===== src/rtl/issue_ctrl.sv =====
// issue_ctrl
// Sequencer between the decode stage and the execution resources. It takes
// one decoded instruction per handshake and reads operand A, then operand B,
// through a single shared register-file read port. A 32-entry write
// scoreboard holds back a read whose source still has a write in flight.
// When the operands are ready, the instruction is dispatched to the selected
// units over a valid/ready handshake.
//
// Ports
//   clk_i, rst_i          clock, synchronous active-high reset
//   flush_i               drop the held instruction, return to IDLE
//   dec_valid_i/_ready_o  decode handshake
//   req_rf_ra_i/_rb_i     operand A/B needed
//   rf_raddr_a_i/_b_i     source registers
//   rf_we_i, rf_waddr_i   instruction writes rd / rd index
//   req_alu_i, req_data_i, req_pc_alu_i  unit requests
//   rf_re_o, rf_raddr_o   shared read port strobe and address
//   rf_rdata_i            read data (combinational, same cycle)
//   op_a_o, op_b_o        captured operands
//   waddr_o               latched rd
//   exec_valid_o/_ready_i dispatch handshake
//   exec_unit_o           {pc_alu, lsu, alu}
//   wb_valid_i/wb_waddr_i register-file write-back (clears busy bits)
//   hazard_o              stalled on a scoreboard hit this cycle
//   stall_cnt_o           saturating count of hazard cycles

module issue_ctrl (
  input  logic        clk_i,
  input  logic        rst_i,
  input  logic        flush_i,
  input  logic        dec_valid_i,
  output logic        dec_ready_o,
  input  logic        req_rf_ra_i,
  input  logic        req_rf_rb_i,
  input  logic [4:0]  rf_raddr_a_i,
  input  logic [4:0]  rf_raddr_b_i,
  input  logic        rf_we_i,
  input  logic [4:0]  rf_waddr_i,
  input  logic        req_alu_i,
  input  logic        req_data_i,
  input  logic        req_pc_alu_i,
  output logic        rf_re_o,
  output logic [4:0]  rf_raddr_o,
  input  logic [31:0] rf_rdata_i,
  output logic [31:0] op_a_o,
  output logic [31:0] op_b_o,
  output logic [4:0]  waddr_o,
  output logic        exec_valid_o,
  output logic [2:0]  exec_unit_o,
  input  logic        exec_ready_i,
  input  logic        wb_valid_i,
  input  logic [4:0]  wb_waddr_i,
  output logic        hazard_o,
  output logic [15:0] stall_cnt_o
);

  typedef enum logic [1:0] {
    IDLE   = 2'd0,
    READ_A = 2'd1,
    READ_B = 2'd2,
    ISSUE  = 2'd3
  } state_t;

  state_t      state;
  logic        need_b;
  logic [4:0]  raddr_a;
  logic [4:0]  raddr_b;
  logic        rf_we;
  logic [31:0] busy;
  logic [31:0] busy_set;
  logic [31:0] busy_clr;
  logic [31:0] busy_nxt;
  logic        src_busy;
  logic        dispatch;
  logic [2:0]  dec_units;

  assign dec_units = {req_pc_alu_i, req_data_i, req_alu_i};

  // The scoreboard is consulted with the registered mask, so a bit that is
  // being cleared by a write-back this cycle still stalls the read. There is
  // no bypass; the value is read from the register file one cycle later.
  always_comb begin
    src_busy = 1'b0;
    if (state == READ_A)
      src_busy = busy[raddr_a];
    else if (state == READ_B)
      src_busy = busy[raddr_b];
  end

  // Handshake outputs are gated by reset. Dispatch is also gated by flush,
  // so a flushed instruction can never be accepted downstream.
  assign rf_raddr_o   = (state == READ_B) ? raddr_b : raddr_a;
  assign hazard_o     = !rst_i && src_busy;
  assign rf_re_o      = !rst_i && ((state == READ_A) || (state == READ_B)) && !src_busy;
  assign dec_ready_o  = !rst_i && (state == IDLE);
  assign exec_valid_o = !rst_i && (state == ISSUE) && !flush_i;
  assign dispatch     = exec_valid_o && exec_ready_i;

  // A set at dispatch takes priority over a clear from write-back at the same
  // index. Register x0 never has a pending write.
  always_comb begin
    busy_set = '0;
    busy_clr = '0;
    if (wb_valid_i)
      busy_clr[wb_waddr_i] = 1'b1;
    if (dispatch && rf_we && (waddr_o != 5'd0))
      busy_set[waddr_o] = 1'b1;
    busy_nxt    = (busy & ~busy_clr) | busy_set;
    busy_nxt[0] = 1'b0;
  end

  // Main sequencer. Flush returns to IDLE and discards the held instruction,
  // but the busy mask keeps tracking writes that were already dispatched.
  always_ff @(posedge clk_i) begin
    if (rst_i) begin
      state       <= IDLE;
      busy        <= '0;
      need_b      <= 1'b0;
      raddr_a     <= '0;
      raddr_b     <= '0;
      rf_we       <= 1'b0;
      op_a_o      <= '0;
      op_b_o      <= '0;
      waddr_o     <= '0;
      exec_unit_o <= '0;
      stall_cnt_o <= '0;
    end else begin
      busy <= busy_nxt;
      if (hazard_o && (stall_cnt_o != 16'hFFFF))
        stall_cnt_o <= stall_cnt_o + 16'd1;

      if (flush_i) begin
        state <= IDLE;
      end else begin
        case (state)
          IDLE: begin
            // An instruction that requests no unit is a NOP and is dropped.
            if (dec_valid_i && (dec_units != 3'b000)) begin
              need_b      <= req_rf_rb_i;
              raddr_a     <= rf_raddr_a_i;
              raddr_b     <= rf_raddr_b_i;
              rf_we       <= rf_we_i;
              waddr_o     <= rf_waddr_i;
              exec_unit_o <= dec_units;
              op_a_o      <= '0;
              op_b_o      <= '0;
              if (req_rf_ra_i)
                state <= READ_A;
              else if (req_rf_rb_i)
                state <= READ_B;
              else
                state <= ISSUE;
            end
          end
          READ_A: begin
            if (!src_busy) begin
              op_a_o <= rf_rdata_i;
              state  <= need_b ? READ_B : ISSUE;
            end
          end
          READ_B: begin
            if (!src_busy) begin
              op_b_o <= rf_rdata_i;
              state  <= ISSUE;
            end
          end
          ISSUE: begin
            if (exec_ready_i)
              state <= IDLE;
          end
          default: state <= IDLE;
        endcase
      end
    end
  end

endmodule


===== config.mk =====
export PLATFORM = sky130hd
export DESIGN_NAME = issue_ctrl
export DESIGN_NICKNAME = d
export VERILOG_FILES = /design/src/rtl/issue_ctrl.sv
export SDC_FILE = /design/constraint.sdc
export NUM_CORES = 1
export LEC_CHECK = 0
export BUFFER_PORTS_ARGS = -buffer_cell sky130_fd_sc_hd__buf_2
export CORE_AREA = 2 2 106 108
export DETAILED_ROUTE_END_ITERATION = 16
export DIE_AREA = 0 0 108 110
export GPL_TIMING_DRIVEN = 0
export PLACE_DENSITY_LB_ADDON = 0.08
export SLEW_MARGIN = 20
export SYNTH_ARGS = -nofsm -noshare
export SYNTH_HDL_FRONTEND = slang
export SYNTH_SLANG_ARGS = --single-unit

===== constraint.sdc =====
create_clock -name clk_i -period 3.4 [get_ports clk_i]
set_input_delay 0.17 -clock clk_i [delete_from_list [all_inputs] [get_ports clk_i]]
set_output_delay 0.17 -clock clk_i [all_outputs]
set_load 0.05 [all_outputs]

==> results_dict.tcl, run 1 <==
set metrics [dict create \
    post-cts-setup-buffers 0 \
    cts_tree "done" \
    crit_path_max_incr_delay_ns 0.37 \
    nNetsFinal 977 \
    power.leakage_nw 3.44 \
    max_clock_skew_ns 0.00998 \
    synth_top_cell_by_area "dfxtp_1" \
    cts_buffers 17 \
    slew_headroom_pct 27.9 \
    worst_ep_required_time_ns 3.23 \
    fp.dieArea_um2 11900 \
    grt_usage_pct 30.1 \
    place_congestion 0.898 \
    detailedPlacementHpwl_um 12600 \
    dieWidth_um 108 \
    cap_violations 0 \
    power.density_cell_area_nw_per_um2 470 \
    critical_path_peak_fanout 8 \
    ys_seq_area_share_pct 44.4 \
    final.period_utilization_pct 93.7 \
    row_count 38 \
    antenna_found_initial 0 \
    synth_top_area_share_pct 44.4 \
    fmaxAchievable_mhz 314 \
    drt_first_iter_violations 471 \
    globalRouteOverflowTotal 0 \
    netlist_area_um2 6000 \
    firstDrtPassIters 5 \
    cts_buffer_depth 2 \
    final_period_minus_worst_setup_slack_ns 3.19 \
    initial_utilization_pct 56.1 \
    grt_first_pass_wirelength_um 27900 \
    largest_net_degree_at_the_start_of_global_routing 17 \
    synth-seq-cells 133 \
    core_region_area_um2 10700 \
    drive_above_1_share_pct 24.0 \
    route.detailed.vias_per_inst 5.73 \
    routed_wire_length_um 18100 \
    num_vias 6071 \
    ios 161 \
    timing.final.hold_violations 0 \
    finalSetupViolCount 0 \
    placed_cell_area_um2 6980 \
    netlist_top_cells_area "dfxtp_1, mux2i_1, nand2_1" \
    worstPathArrival_ns 3.02 \
    total_area_of_sequential_cells_um2 2660 \
    ir_worst_vdd_uv 367 \
    ys.warnings.count 0 \
    synth_edf_count 0 \
    multi_input_comb_area_um2 3080 \
    first_global_vias 5771 \
    die-height_um 110 \
    synthCells 675 \
    cts.reportedPaths.clkPinSlew_ns 0.06 \
    worst-path-buf-inv 3 \
    clkSinkCount 133 \
    min_path_type "primary input to flop" \
    worstSetupEndpointType "output pin" \
    async_flop_share_pct 0 \
    crit_cells 9 \
    netlist-cell-type-count 55 \
    post-route-drc-count 0 \
    worstSkewPairLatency_ns 0.53 \
    tightestPinTransition_ns 1.08 \
    status "finished clean" \
    wl_per_cell_um 17.1 \
    stdcell_area_um2 8090 \
    synth_ff_type "dfxtp_1" \
    finalMaxSlewViolations 0 \
    fillers 758 \
    cts.root.buffer_cell "clkbuf_8" \
    h-tree-depth 4 \
    postRouteAntennaNets 0 \
    setup_tns_final_ns 0 \
    critical_path.top_delay_family "compound AO/OA/AOI/OAI gates" \
    syn-mean-instance-area_um2 8.89 \
    count_of_buffers_inserted_at_the_top_level_ports 160 \
    critical_path.startpoint_type "flop" \
    mappedNetlistNets 744 \
    worst_path_max_delay_cell "mux2_2" \
    smallest_hold_slack_ns 0.0735 \
    rsz_0062_raised_after_global_routing "no" \
    critical_path.cell_chain "buf_4, mux2_2, o311ai_1, o31a_1, a21oi_2, or2_1, buf_2, nor3b_1, clkbuf_4" \
    worstSetupPathType "flop to output pin" \
    min_delay_path_depth 4 \
    ff2ff_path_depth 9 \
    layout-area-overhead-vs-synth_pct 34.8 \
    n_antenna_cell 0 \
]
-- layout by cell type (no fill, tap or decap), types with 10 or more instances in the layout --
master and instances:
nor2b_1 10, clkbuf_1 30, clkbuf_16 16, nand2b_1 32, o21ai_0 41, nor2_1 16
buf_2 166, dfxtp_1 133, dlygate4sd3_1 54, nand2_1 119, nand3_1 15, nand3b_1 10
o2bb2ai_1 31, mux2i_1 56, a21oi_1 68
-- per-layer routing --
metal | wire [µm] | GRT usage [%] | part of all wire (%)
met1 | 7660 | 37.3 | 42
met2 | 8740 | 51.7 | 48
met3 | 1190 | 6.11 | 6.6
met4 | 491 | 11.9 | 2.7
met5 | 0 | 0 | 0
-- cell usage after synthesis, drive strengths merged, types with 6 or more instances --
cell	number
dfxtp	133
o2bb2ai	31
nor2b	10
mux2i	56
nand3	15
nand2	119
mux2	6
nor3b	8
buf	18
inv	7
nand3b	10
clkbuf	28
or3	7
o21ai	42
a21oi	69
nor2	16
nand2b	32
-- worst paths after layout --
check / end / slack (ns) / startpoint
max: rf_re_o / 0.21 / raddr_a[2]$_SDFFE_PP0P_
min: state[1]$_SDFFE_PP0P_ / 0.07 / exec_ready_i
max reg2reg: op_b_o[24]$_SDFFE_PP0P_ / 0.62 / raddr_b[4]$_SDFFE_PP0P_
min reg2reg: op_a_o[11]$_SDFFE_PP0P_ / 0.46 / op_a_o[11]$_SDFFE_PP0P_
-- cell type report --
class,count,share of cell area (%)
clock buffers,20,5.38
repair buffers,214,16.6
well taps,140,2.17
inverters,7,0.325
plain buffers,46,2.91
flip-flops and latches,133,32.9
multi-input cells,489,38.1
clock inverters,11,1.58
-- through the flow --
stage	power [mW]	std cells	util [%]	setup slack, ns
2_1_floorplan	1.89	675	-	0.382
3_3_place_gp	2.01	975	65.2	0.725
3_5_place_dp	2.02	975	65.2	0.683
4_1_cts	3.80	1060	75.5	0.144
5_1_grt	3.93	1060	75.6	0.0400
6_report	3.80	1060	75.6	0.215
-- where the power goes --
group	internal, mW	leakage (nW)	switching [mW]
Sequential	1.58	1.07	0.0195
Combinational	0.165	2.10	0.277
Clock	1.06	0.268	0.695
-- kinds of logic after synthesis --
group,synth area share [%]
AND/OR/NAND/NOR,20.3
AO/OA/AOI/OAI,18.4
flip-flops,44.4
multiplexers,11.2
buffers and inverters,4.36
adder cells (fa/ha/maj),1.04
XOR/XNOR,0.292
-- registers in the layout, indices dropped and copies added (netlist names) --
signal       count
raddr_a          5
need_b           1
op_b_o          32
exec_unit_o      3
waddr_o          5
stall_cnt_o     16
busy            31
state            2
op_a_o          32
raddr_b          5
rf_we            1
-- worst register-to-register path, stage by stage, from the launching register on --
cell      delay [ns]
dfxtp_1         0.30
clkbuf_1        0.35
nor2b_1         0.12
a221oi_1        0.34
a22oi_1         0.19
a311oi_2        0.44
nor2_1          0.12
nand3_1         0.31
buf_4           0.30
mux2i_1         0.23
-- timing repair --
item                                    CTS  global route
hold buffers                             54             0
endpoints found under the setup margin    0             1
hold endpoints to repair                 84             0
gates resized for setup                   0             3
Power figures use the tool's default switching activity.
==> run 2, diff against run 1 <==
--- a/config.mk
+++ b/config.mk
@@ -6,9 +6,9 @@
 export NUM_CORES = 1
 export LEC_CHECK = 0
 export BUFFER_PORTS_ARGS = -buffer_cell sky130_fd_sc_hd__buf_2
-export CORE_AREA = 2 2 106 108
+export CORE_AREA = 2 2 110 112
 export DETAILED_ROUTE_END_ITERATION = 16
-export DIE_AREA = 0 0 108 110
+export DIE_AREA = 0 0 112 114
 export GPL_TIMING_DRIVEN = 0
 export PLACE_DENSITY_LB_ADDON = 0.08
 export SLEW_MARGIN = 20
==> constraint.sdc (replaced) <==
create_clock -name clk_i -period 2.98 [get_ports clk_i]
set_input_delay 0.149 -clock clk_i [delete_from_list [all_inputs] [get_ports clk_i]]
set_output_delay 0.149 -clock clk_i [all_outputs]
set_load 0.05 [all_outputs]
==> run 2 against run 1 <==
Cell count fell by 2.6%. Combinational power increased by 5.0%. Cell area shrank 3.3%. Sequential share of layout area up 1.1 points. Non-clock buffer count fell by 36. Global-route usage down 3.0 points. First-iteration DRC count is 9.3% lower. Sequential power grew 14%. Critical path type unchanged. Critical endpoint unchanged.
==> results_dict.tcl, run 2 (same netlist as run 1, synthesis figures left out) <==
set metrics [dict create \
    status "finished clean" \
    detailedPlacementHpwl_um 12700 \
    power.leakage_nw 3.35 \
    min_delay_path_depth 3 \
    rr_startpoint "raddr_b[2]$_SDFFE_PP0P_" \
    worstSkewPairLatency_ns 0.42 \
    final_period_minus_worst_setup_slack_ns 2.87 \
    row_count 40 \
    max_clock_skew_ns 0.0101 \
    cts.reportedPaths.clkPinSlew_ns 0.06 \
    final.period_utilization_pct 96.3 \
    dieWidth_um 112 \
    layout.cells.most_common "buf_2" \
    antenna_found_initial 0 \
    cts_buffers 17 \
    top_layer_used "met4" \
    routed_wire_length_um 17300 \
    worstPathArrival_ns 2.72 \
    cts.root.buffer_cell "clkbuf_16" \
    count_of_buffers_inserted_at_the_top_level_ports 160 \
    drt_first_iter_violations 427 \
    reg_top3 "op_a_o x32, op_b_o x32, busy x31" \
    reg_to_reg_endpoint "op_b_o[23]$_SDFFE_PP0P_" \
    cts_buffer_depth 2 \
    core_region_area_um2 11700 \
    n_antenna_cell 0 \
    drive_above_1_share_pct 25.4 \
    place_congestion 0.875 \
    worst_ep_required_time_ns 2.83 \
    detail_route.wirelength.met1_um 7690 \
    initial_utilization_pct 51.2 \
    critical_path.startpoint_type "flop" \
    met3_length_um 1040 \
    tightestPinTransition_ns 1.08 \
    grt_first_pass_wirelength_um 27500 \
    ios 161 \
    cap_violations 0 \
    worstSetupPathType "flop to output pin" \
    globalRouteOverflowTotal 0 \
    fp.dieArea_um2 12800 \
    firstDrtPassIters 5 \
    instances_no_fill 1032 \
    ff2ff_path_depth 10 \
    min_path_type "primary input to flop" \
    clkSinkCount 133 \
    nNetsFinal 941 \
    hp-start "rf_rdata_i[16]" \
    slew_headroom_pct 27.8 \
    setup_tns_final_ns 0 \
    ir_worst_vdd_uv 382 \
    wl_per_cell_um 16.7 \
    worstSetupEndpointType "output pin" \
    first_global_vias 5428 \
    num_vias 5728 \
    smallest_hold_slack_ns 0.0183 \
    postRouteAntennaNets 0 \
    finalMaxSlewViolations 0 \
    h-tree-depth 4 \
    place_inst 982 \
    largest_net_degree_at_the_start_of_global_routing 17 \
    finalSetupViolCount 0 \
    critical_path_peak_fanout 8 \
    post-route-drc-count 0 \
    worst_hold_path.endpoint "op_b_o[16]$_SDFFE_PP0P_" \
    die-height_um 114 \
    final_cell_mix "buf_2, dfxtp_1, nand2_1, a21oi_1, mux2i_1" \
    rsz_0062_raised_after_global_routing "no" \
    cts_tree "done" \
    timing.final.hold_violations 0 \
    grt_usage_pct 27.2 \
    power.density_cell_area_nw_per_um2 572 \
    ff2ff_setup_slack_ns 0.28 \
    layout-area-overhead-vs-synth_pct 30.3 \
    route.detailed.vias_per_inst 5.55 \
    wl_met2_um 8220 \
    fmaxAchievable_mhz 348 \
]
-- run 2: critical path: stages (launching register included) --
cell      delay (ns)
dfxtp_1         0.31
buf_4           0.17
mux2_2          0.35
o311ai_1        0.33
o31a_1          0.26
a21oi_2         0.12
or2_1           0.23
buf_2           0.16
nor3b_2         0.21
buf_6           0.19
-- run 2: final cells by class --
class | instances | area [µm²]
Buffer | 44 | 229
Clock buffer | 21 | 480
Clock inverter | 11 | 148
Fill cell | 999 | 3890
Inverter | 7 | 26.3
Multi-Input combinational cell | 489 | 3080
Sequential cell | 133 | 2660
Tap cell | 147 | 184
Timing Repair Buffer | 180 | 1010
-- run 2: repair_timing --
action,in CTS,in global routing
endpoints found under the setup margin,1,2
gates resized for setup,1,7
pin swaps,0,1
hold endpoints to repair,20,0
buffers inserted,0,0
hold buffers,20,0
-- run 2: how the worst max path moves through the flow --
stage	from	endpoint	slack, ns	depth (start not counted)
2_1_floorplan	raddr_a[2]$_SDFFE_PP0P_	rf_re_o	0.47	8
3_3_place_gp	raddr_a[2]$_SDFFE_PP0P_	stall_cnt_o[1]$_SDFFE_PP0P_	0.30	10
3_5_place_dp	raddr_b[4]$_SDFFE_PP0P_	op_b_o[29]$_SDFFE_PP0P_	0.24	9
4_1_cts	raddr_b[2]$_SDFFE_PP0P_	rf_re_o	0.03	10
5_1_grt	raddr_b[2]$_SDFFE_PP0P_	rf_re_o	0.004	10
6_report	raddr_a[2]$_SDFFE_PP0P_	rf_re_o	0.11	9
-- run 2: per-layer routing --
| layer | vias to the layer above | GRT usage [%] |
|---|---|---|
| met4 | 0 | 10.3 |
| met3 | 32 | 5.21 |
| met5 | - | 0 |
| met2 | 203 | 44.6 |
| li1 | 2801 | - |
| met1 | 2692 | 35.9 |
-- run 2: power by group --
part	switching [mW]	leakage, nW	total, mW	internal [mW]
Combinational	0.304	1.97	0.464	0.160
Sequential	0.0255	1.07	1.83	1.81
Clock	0.772	0.309	2.18	1.41
Total	1.10	3.35	4.47	3.37
-- run 2: per-stage QoR --
stage	util, %	area [µm²]	power [mW]	setup WS [ns]
floorplan	-	6000	2.16	0.475
global placement	59.7	6990	2.30	0.297
finish	66.8	7820	4.47	0.110
CTS	66.8	7820	4.50	0.0308
global route	66.8	7820	4.64	0.00411
detailed placement	59.7	6990	2.31	0.242
